`src/rtl/sort_ctrl_pkg.sv`:
```
// sort_ctrl_pkg: shared state encoding and constants for the insertion-sort stream controller
package sort_ctrl_pkg;
   localparam int DATA_W_DEF = 16;
   localparam int POS_W_DEF  = 8;
   localparam int N_DEF      = 16;
   localparam int CLR_CYCLES = 2;
   localparam logic [DATA_W_DEF-1:0] SENTINEL = '1;
   typedef enum logic [2:0] {CLEAR, FILL, F_CALL, DRAIN, D_CALL, HOLD} sort_state_e;
endpackage

```
`src/rtl/sort_stream_ctrl.sv`:
```
// sort_stream_ctrl: feeds a frame of samples into the HLS insertion sorter and streams the sorted frame out
module sort_stream_ctrl
   import sort_ctrl_pkg::*;
#(
   parameter int DATA_W = DATA_W_DEF,
   parameter int POS_W  = POS_W_DEF,
   parameter int N      = N_DEF
) (
   input  logic              ap_clk,
   input  logic              ap_rst_n,
   input  logic              in_valid,
   output logic              in_ready,
   input  logic [DATA_W-1:0] in_data,
   output logic              out_valid,
   input  logic              out_ready,
   output logic [DATA_W-1:0] out_data,
   output logic              out_last,
   output logic              srt_rst,
   output logic              srt_start,
   input  logic              srt_done,
   input  logic              srt_idle,
   input  logic              srt_ready,
   output logic [DATA_W-1:0] srt_data,
   output logic [POS_W-1:0]  srt_pos,
   input  logic [DATA_W-1:0] srt_ret,
   output logic              frame_done
);
   localparam logic [POS_W-1:0] LAST = POS_W'(N - 1);
   sort_state_e      state;
   logic [POS_W-1:0] in_cnt;
   logic [POS_W-1:0] pos_cnt;
   logic [1:0]       clr_cnt;
   logic             out_take;
   assign out_take   = out_valid && out_ready;
   assign in_ready   = (state == FILL) && srt_idle;
   assign frame_done = (state == HOLD) && out_take && out_last;
   // frame sequencer, sorter handshakes and the single-entry output register
   always_ff @(posedge ap_clk or negedge ap_rst_n) begin
      if (!ap_rst_n) begin
         state     <= CLEAR;
         srt_rst   <= 1'b1;
         srt_start <= 1'b0;
         srt_data  <= '0;
         srt_pos   <= '0;
         out_valid <= 1'b0;
         out_last  <= 1'b0;
         out_data  <= '0;
         in_cnt    <= '0;
         pos_cnt   <= '0;
         clr_cnt   <= '0;
      end else begin
         if (out_take) begin
            out_valid <= 1'b0;
            out_last  <= 1'b0;
         end
         case (state)
            CLEAR: begin
               in_cnt  <= '0;
               pos_cnt <= '0;
               if (clr_cnt == 2'(CLR_CYCLES - 1)) begin
                  clr_cnt <= '0;
                  srt_rst <= 1'b0;
                  state   <= FILL;
               end else begin
                  clr_cnt <= clr_cnt + 2'd1;
               end
            end
            FILL: if (in_valid && in_ready) begin
               srt_data  <= in_data;
               srt_pos   <= '0;
               srt_start <= 1'b1;
               state     <= F_CALL;
            end
            F_CALL: begin
               if (srt_ready || srt_done) srt_start <= 1'b0;
               if (srt_done) begin
                  in_cnt <= in_cnt + 1'b1;
                  state  <= (in_cnt == LAST) ? DRAIN : FILL;
               end
            end
            DRAIN: if (!out_valid || out_ready) begin
               srt_data  <= '1;
               srt_pos   <= pos_cnt;
               srt_start <= 1'b1;
               state     <= D_CALL;
            end
            D_CALL: begin
               if (srt_ready || srt_done) srt_start <= 1'b0;
               if (srt_done) begin
                  out_data  <= srt_ret;
                  out_valid <= 1'b1;
                  out_last  <= (pos_cnt == LAST);
                  pos_cnt   <= pos_cnt + 1'b1;
                  state     <= (pos_cnt == LAST) ? HOLD : DRAIN;
               end
            end
            HOLD: if (out_take) begin
               srt_rst <= 1'b1;
               state   <= CLEAR;
            end
            default: state <= CLEAR;
         endcase
      end
   end
endmodule
```
`config.mk`:
```
export PLATFORM = sky130hd
export DESIGN_NAME = sort_stream_ctrl
export DESIGN_NICKNAME = d
export VERILOG_FILES = /design/src/rtl/sort_ctrl_pkg.sv /design/src/rtl/sort_stream_ctrl.sv
export SDC_FILE = /design/constraint.sdc
export NUM_CORES = 1
export LEC_CHECK = 0
export CELL_PAD_IN_SITES_DETAIL_PLACEMENT = 0
export CELL_PAD_IN_SITES_GLOBAL_PLACEMENT = 1
export CORE_ASPECT_RATIO = 1.1
export CORE_MARGIN = 5
export CORE_UTILIZATION = 33
export CTS_BUF_LIST = sky130_fd_sc_hd__clkbuf_4
export CTS_CLUSTER_SIZE = 24
export DETAILED_ROUTE_END_ITERATION = 10
export PLACE_DENSITY_LB_ADDON = 0.1
export SYNTH_ARGS = -nofsm -noshare
export SYNTH_HDL_FRONTEND = slang
export SYNTH_SLANG_ARGS = --single-unit
```
`constraint.sdc`:
```
create_clock -name ap_clk -period 1.7 [get_ports ap_clk]
set_input_delay 0.255 -clock ap_clk [delete_from_list [all_inputs] [get_ports ap_clk]]
set_output_delay 0.255 -clock ap_clk [all_outputs]
set_load 0.02 [all_outputs]
```
After elaboration in Yosys (flattened, before gate mapping)
Index checks and enable logic that the tools add are counted.

Output and inout port bits: 46. ROM bits: 0. Input port bits: 39. Register bits after elaboration: 65. Bits in latches: 0. Memories kept: 0. RAM bits: 0. Logic and storage cells: 84.

Divide/modulo/power cells: 0. Multipliers: 0. Add/sub/neg operators: 3. $lt $le $gt $ge: 0. Muxes and demuxes: 33. Shifts and indexed selects: 0. Bitwise operators: 0. Eq/ne operators: 15. Reduce and logical (&&, ||, !) cells: 22.

Operators with widths (count): $pmux 8 s2 (3); $mux 16 (2); $mux 8 (4); $pmux 16 s2 (1); $mux 3 (7); $pmux 3 s6 (1); $add 8x1->8 const B (2); $eq 8x4->1 const B (2); $mux 1 (11); $ne 2x2->1 const B (5); $reduce_bool 2->1 (4); $eq 3x2->1 const B (2); $eq 3x3->1 const B (2); $reduce_and 2->1 (3); $reduce_and 3->1 (2); $reduce_and 6->1 (1); $logic_and 1x1->1 (5); $mux 2 (2); $ne 2x1->1 const B (2); $reduce_and 4->1 (1); $eq 3x1->1 const B (1); $logic_not 3->1 (1); $pmux 1 s3 (1); $reduce_bool 3->1 (1); 6 further kinds (7).

Depth between registers and ports, before layout
Gate-level depths: netlist (run 1).

Word-level depth: 5. Mapped depth: 6. Mapped depth without buffers: 5.

Worst setup path after synthesis (run 1)
Ideal clock, no wire load.

Path type: reg-to-reg. Start: register state[0]. End: register in_cnt[7]. Path slack: -0.136 ns. Cell stages (with the launch flop): 6. Library setup time: 0.079 ns. Required time: 1.621 ns. Arrival: 1.757 ns. Cell sequence: dfrtp_1 > or2_1 > buf_6 > or4_4 > or3_1 > a21oi_1.

Word-level cells in the longest chain between the ends: 3.

Ends and longest elaborated chain: start, declared (RTL line sort_stream_ctrl.sv:29) `sort_state_e state;`; start signal, assigned (RTL line sort_stream_ctrl.sv:78) `state <= (in_cnt == LAST) ? DRAIN : FILL;`; start signal, assigned (RTL line sort_stream_ctrl.sv:94) `state <= (pos_cnt == LAST) ? HOLD : DRAIN;`; $eq 3x2->1 / $logic_not 3->1 (equally long branches) (RTL line sort_stream_ctrl.sv:56) `case (state)`; $ne 2x2->1 (no line) / $reduce_bool 2->1 (equally long branches); $reduce_and 2->1 (no line); end signal, assigned (RTL line sort_stream_ctrl.sv:77) `in_cnt <= in_cnt + 1'b1;`; end, declared (RTL line sort_stream_ctrl.sv:30) `logic [POS_W-1:0] in_cnt;`.

Several ways; a longest one is shown, not always the timed one. A chain may end at the register's enable or synchronous reset.

Worst setup path after layout (run 1)
Start: register state[2]. End: register in_cnt[7].

The elaborated chain is that of the path after synthesis.

==> results.ini, run 1 <==
[timing]
slew_viol_final = 0
min_period_over_period_pct = 104.3
fin_skew_ns = 0.01394
setup_viol = 3
worst_pin_slew_ns = 0.4145
hold_ws_ns = 0.2748
hold_violations = 0
fin_crit_ns = 1.773
max_freq_mhz = 564.0
tns_ns = -0.1169
rsz0062_at_grt = true
finalWorstSetupSlack_ns = -0.07295
slew_headroom_pct = 72.24

[drt]
final_antenna_net_count = 0
totalWireLength_um = 7338
vias = 2384
drc_errors = 0
routedWlPerCell_um = 14.53
drt_first_iter_violations = 63
avgViaCountPerCell = 4.721
dr.pass1.iters = 4

[yosys]
syn_avg_cell_area_sq_um = 10.61
synth_seq_cells = 65
synth_nets = 304
ys.flop_type = dfrtp_1
yosysSeqAreaShare_pct = 58.31
synth_cell_type_count = 42
ys_warn_count = 0
netlist_instances = 263
async_reset_ff_share_pct = 100.0
synth-edff-count = 0
netlist_area_sq_um = 2791

[worst_setup_path]
r2r-end = in_cnt[7]
worstPathRequired_ns = 2.03
end_kind = flop
ff2ff_setup_slack_ns = -0.07
path_max_fanout = 6
path_class = reg2reg
cp.arrival_ns = 2.11
r2r_cells = 5
start_kind = flop
r2r-start = state[2]

[die]
die_width_um = 97.69
fp.dieH_um = 106.5
ios = 85
design.core.area_sq_um = 8320
die_area_sq_um = 10400
row_count = 35
start_util_pct = 33.55

[power]
power.switching_mw = 2.459
cellLeakagePower_nw = 2.166
pwr-share-clk_pct = 17.5
combPwrFrac_pct = 48.1
ir_drop_mv = 0.6295
intPower_mw = 4.317
seqPwrFrac_pct = 34.4
power.total_mw = 6.776
switching_share_pct = 36.28
power_density_nw_per_um2 = 1555

[finish]
fin_nets = 430
final_core_util_pct = 52.38
drive_above_1_share_pct = 20.81
area_delta_synth_final_pct = 56.12
n_antenna_cell = 0
fin_cells = 505
fillers = 764

[grt]
track_usage_pct = 14.95
grt_max_degree = 32
grt_pass1_wl_um = 12320
antenna_found_initial = 0
grt_pass1_vias = 2534
grt_overflow_total = 0

[placement]
portBuffers = 84
gp_congestion = 0.7309
hpwl_um = 5388
post-place-cells = 482

[cts]
cts_made_buffers = 9
cts_max_level = 3
cts_tree = yes
numClockSinks = 65
clk_pin_slew_ns = 0.11
cts_max_path_buffers = 2
clock_latency_ns = 0.40
ctsRootBufferMaster = clkbuf_4

[flow_run]
max_cap_violations = 0

[min_path]
min_path_type = in2async

[outcome]
status = finished, violations left
violations = setup timing

[cell type report]
class | instances | area [sq um] | area share (%)
Multi-Input combinational cell | 180 | 1142 | 26.21
Clock buffer | 11 | 82.58 | 1.895
Timing Repair Buffer | 130 | 1274 | 29.23
Sequential cell | 65 | 1629 | 37.38
Tap cell | 111 | 138.9 | 3.187
Clock inverter | 5 | 80.08 | 1.837
Inverter | 3 | 11.26 | 0.2584
[power groups by stage]
stage          Clock [mW]  Sequential (mW)  Combinational (mW)
2_1_floorplan           0             2.86                1.10
3_3_place_gp            0             2.36                3.20
3_5_place_dp            0             2.35                3.23
4_1_cts              1.22             2.34                3.26
5_1_grt              1.29             2.40                3.54
6_report             1.18             2.33                3.26
[per-stage QoR]
step / worst slack (ns) / cell area (sq um)
detailed placement: -0.2746 / 4019
finish: -0.07295 / 4358
global placement: -0.2201 / 4019
CTS: -0.1073 / 4235
global route: -0.1193 / 4358
floorplan: 0.01797 / 2791
[placed cells by master (no fill, tap or decap), types with 5 or more instances in the layout]
master,n
a22o_1,11
and2_1,5
buf_4,40
clkbuf_4,11
clkdlybuf4s50_1,56
dfrtp_1,63
dlymetal6s2s_1,22
nand2_1,62
nand3_1,5
nor2_1,11
o21ai_0,8
o22a_1,19
xor2_1,5
[how the worst max path moves through the flow]
stage          startpoint         end  slack, ns  depth (start not counted)
6_report         state[2]   in_cnt[7]      -0.07                          5
5_1_grt          state[1]    in_ready      -0.12                          3
4_1_cts          state[2]   in_cnt[7]      -0.11                          5
3_5_place_dp    out_ready  frame_done      -0.27                          5
3_3_place_gp    out_ready  frame_done      -0.22                          5
2_1_floorplan    state[2]   in_cnt[7]       0.02                          5
[cells by family (layout without fill, tap and decap cells)]
| kind of cell | after synthesis | count (layout) | share of synthesized area (%) |
|---|---|---|---|
| and+or+nand+nor | 115 | 115 | 19.72 |
| adders and majority gates | 2 | 2 | 0.8963 |
| AOI/OAI and AO/OA | 50 | 50 | 14.03 |
| muxes | 4 | 4 | 1.479 |
| xor gates and xnor gates | 9 | 9 | 2.824 |
| buffers and inverters | 18 | 149 | 2.734 |
| DFF | 65 | 65 | 58.31 |
[worst max-delay path: stages (launching register included)]
cell and delay [ns]:
dfrtp_2 0.46, buf_6 0.14, or2_1 0.24, or4_4 0.42, or3_1 0.33, a21oi_2 0.12
[sequential cells by signal, indices dropped and copies added, names as in the netlist]
name and count:
clr_cnt 2, srt_data 16, out_last 1, srt_rst 1, srt_start 1, srt_pos 8
state 3, out_valid 1, pos_cnt 8, in_cnt 8, out_data 16
[Yosys cell counts, types with 2 or more instances]
cell        n  share of area [%]
dfrtp_1    64                 57
nand2_1    62                8.3
o22a_1     19                6.0
clkbuf_1   13                1.7
nor2_1     12                1.6
a22o_1     11                3.5
o21ai_0     8                1.4
and2_1      6                1.3
nand3_1     5               0.90
nor4_1      5                1.1
xor2_1      5                1.6
nor2b_1     4               0.90
xnor2_1     4                1.3
a21oi_1     3               0.54
inv_1       3               0.40
mux2i_1     3                1.1
nor3_1      3               0.54
or3_1       3               0.67
a2111oi_0   2               0.63
a21boi_0    2               0.54
a22oi_1     2               0.54
ha_1        2               0.90
nand4_1     2               0.45
or2_2       2               0.45
[routing by layer]
layer	vias up	GRT usage [%]	part of all wire, %	routed length [um]
met2	64	24.73	50	3638
li1	1174	-	-	-
met1	1140	18.44	45	3272
met4	0	5.045	1.3	97
met5	-	0	0	0
met3	6	4.790	4.5	330
[timing repair]
action                                  4_1_cts  5_1_grt
gates resized for setup                      16       34
endpoints found under the setup margin       15       42
setup buffers                                 4        2
cloned                                        0        0
hold endpoints to repair                     12        0
hold buffers                                  1        0
pin swaps                                     2        2
No activity file was read; power rests on OpenSTA's default activity.
==> inputs of run 2 (changes only) <==
- CORE_MARGIN: 5 -> unset
- CTS_CLUSTER_SIZE: 24 -> 8
==> run 2 against run 1 <==
The run still ends with setup timing left. Clock skew is 0.0025 ns higher. Clock power shrank 31%. Combinational power about the same. Flip-flop and latch count is the same. Wire length decreased by 2.3%. Maximum frequency is 0.58% higher. Critical path type unchanged. Largest cell class unchanged.
==> results.ini, run 2 (synthesis gave the netlist of run 1 again) <==
[placement]
post_dp_cell_area_sq_um = 4013  ; -0.16%
hpwl_um = 4959  ; -7.9%
portBuffers = 84  ; unchanged
dp_slack_ns = -0.3163  ; -0.04167 ns
gp_congestion = 0.7542  ; +3.2%

[power]
intPower_mw = 3.992  ; -7.5%
ir_drop_mv = 0.7749  ; +23%
cellLeakagePower_nw = 2.011  ; -7.1%
seqPwrFrac_pct = 36.4  ; +2.0 points
power.total_mw = 6.443  ; -4.9%
power.switching_mw = 2.451  ; -0.29%
pwr-share-clk_pct = 12.6  ; -4.9 points
power_density_nw_per_um2 = 1513  ; -2.7%
combPwrFrac_pct = 51.0  ; +2.9 points
switching_share_pct = 38.05  ; +1.8 points

[cts]
clock_latency_ns = 0.40  ; about the same
ctsRootBufferMaster = clkbuf_4
cts_max_level = 3  ; unchanged
clk_pin_slew_ns = 0.11  ; about the same
cts_max_path_buffers = 2  ; unchanged
cts_made_buffers = 9  ; unchanged
numClockSinks = 65  ; unchanged
cts_tree = yes

[finish]
final_common_cell = clkdlybuf4s50_1
drive_above_1_share_pct = 19.74  ; -1.1 points
seqCellArea_sq_um = 1629  ; unchanged
area_delta_synth_final_pct = 52.58
multi_input_area_sq_um = 1146  ; +0.33%
top_regs = out_data x16, srt_data x16
fillers = 745  ; -2.5%
postLayoutCellArea_sq_um = 4259  ; -2.3%
fin_nets = 428  ; -0.47%
final_core_util_pct = 52.97  ; +0.60 points
final_cell_mix = 65 x clkdlybuf4s50_1, 63 x dfrtp_1, 62 x nand2_1

[worst_setup_path]
ff2ff_setup_slack_ns = -0.06  ; about the same
path_max_fanout = 6  ; unchanged
start_kind = flop
cp.arrival_ns = 2.10  ; about the same
r2r-start = state[1]
end_kind = flop
worstPathRequired_ns = 2.03  ; about the same
path_class = reg2reg
r2r-end = in_cnt[7]
r2r_cells = 5  ; unchanged

[timing]
max_freq_mhz = 567.3  ; +0.58%
worst_pin_slew_ns = 0.4514  ; +0.03690 ns
slew_headroom_pct = 69.77  ; -2.5 points
finalWorstSetupSlack_ns = -0.06268  ; +0.01027 ns
tns_ns = -0.07531  ; +0.04163 ns
fin_skew_ns = 0.01646  ; +0.002528 ns
setup_viol = 2  ; -1
fin_crit_ns = 1.763  ; -0.01027 ns
min_period_over_period_pct = 103.7  ; -0.60 points
rsz0062_at_grt = true
hold_violations = 0  ; unchanged
slew_viol_final = 0  ; unchanged

[drt]
vias = 2386  ; +0.084%
drc_errors = 0  ; unchanged
totalWireLength_um = 7169  ; -2.3%
drt_first_iter_violations = 41  ; -35%
avgViaCountPerCell = 4.782  ; +1.3%
routedWlPerCell_um = 14.37  ; -1.1%
final_antenna_net_count = 0  ; unchanged
dr.pass1.iters = 4  ; unchanged

[grt]
grt_max_degree = 29  ; -9.4%
antenna_found_initial = 1  ; +1
track_usage_pct = 17.94  ; +3.0 points
grt_pass1_wl_um = 11860  ; -3.7%
grt_overflow_total = 0  ; unchanged
grt_pass1_vias = 2468  ; -2.6%

[die]
die_area_sq_um = 8831  ; -15%
fp.dieH_um = 98.46  ; -7.5%
die_width_um = 89.69  ; -8.2%
ios = 85  ; unchanged
design.core.area_sq_um = 8040  ; -3.4%
start_util_pct = 34.72  ; +1.2 points
row_count = 34  ; -2.9%

[min_path]
min_path_type = in2async

[flow_run]
max_cap_violations = 0  ; unchanged

[outcome]
status = finished, violations left
violations = setup timing

run 2: per-stage QoR:
step / instances / hold WS (ns)
final: 499 / 0.3147
after global placement: 477 / 0.2223
after global routing: 499 / 0.3527
after floorplan: 263 / -0.04059
after CTS: 493 / 0.2994
after detailed placement: 477 / 0.2299
run 2: power by group through the flow:
stage                     registers [mW]  logic, mW  clock network (mW)
after global routing                2.42       3.58               0.911
after global placement              2.35       3.18                   0
after detailed placement            2.36       3.20                   0
after CTS                           2.34       3.24               0.850
after floorplan                     2.86       1.10                   0
final                               2.34       3.29               0.812
run 2: repair_timing:
item                       CTS  global route
hold endpoints to repair    15             0
gates cloned                 0             1
setup endpoints to repair   16            26
setup buffers                1             5
resized for setup           17            27
pin swaps                    1             5
hold buffers                 1             0
run 2: layout make-up:
cell class | instances | share of cell area (%)
Clock inverter | 5 | 0.5875
Inverter | 3 | 0.2644
Multi-Input combinational cell | 180 | 26.91
Sequential cell | 65 | 38.25
Timing Repair Buffer | 128 | 29.17
Clock buffer | 9 | 1.586
Tap cell | 108 | 3.173
Antenna cell | 1 | 0.05875
run 2: worst max-delay path by stage:
| stage | from | to | slack (ns) | cells after the start |
|---|---|---|---|---|
| after detailed placement | out_ready | frame_done | -0.32 | 5 |
| final | state[1] | in_cnt[7] | -0.06 | 5 |
| after floorplan | state[2] | in_cnt[7] | 0.02 | 5 |
| after global routing | state[1] | in_cnt[7] | -0.16 | 5 |
| after CTS | state[1] | in_cnt[7] | -0.08 | 5 |
| after global placement | out_ready | frame_done | -0.28 | 5 |
run 2: per-layer routing:
metal | up-vias | wire, um | track usage (%)
met4 | 0 | 98 | 8.425
met1 | 1159 | 3296 | 23.92
met3 | 8 | 307 | 3.936
met2 | 55 | 3467 | 27.51
li1 | 1164 | - | -
met5 | - | 0 | 0
run 2: critical path, stage by stage (launching register included):
cell and delay (ns):
dfrtp_1 0.45, buf_6 0.16, nor2b_4 0.12, or4_4 0.52, or3_1 0.34, a21oi_2 0.12
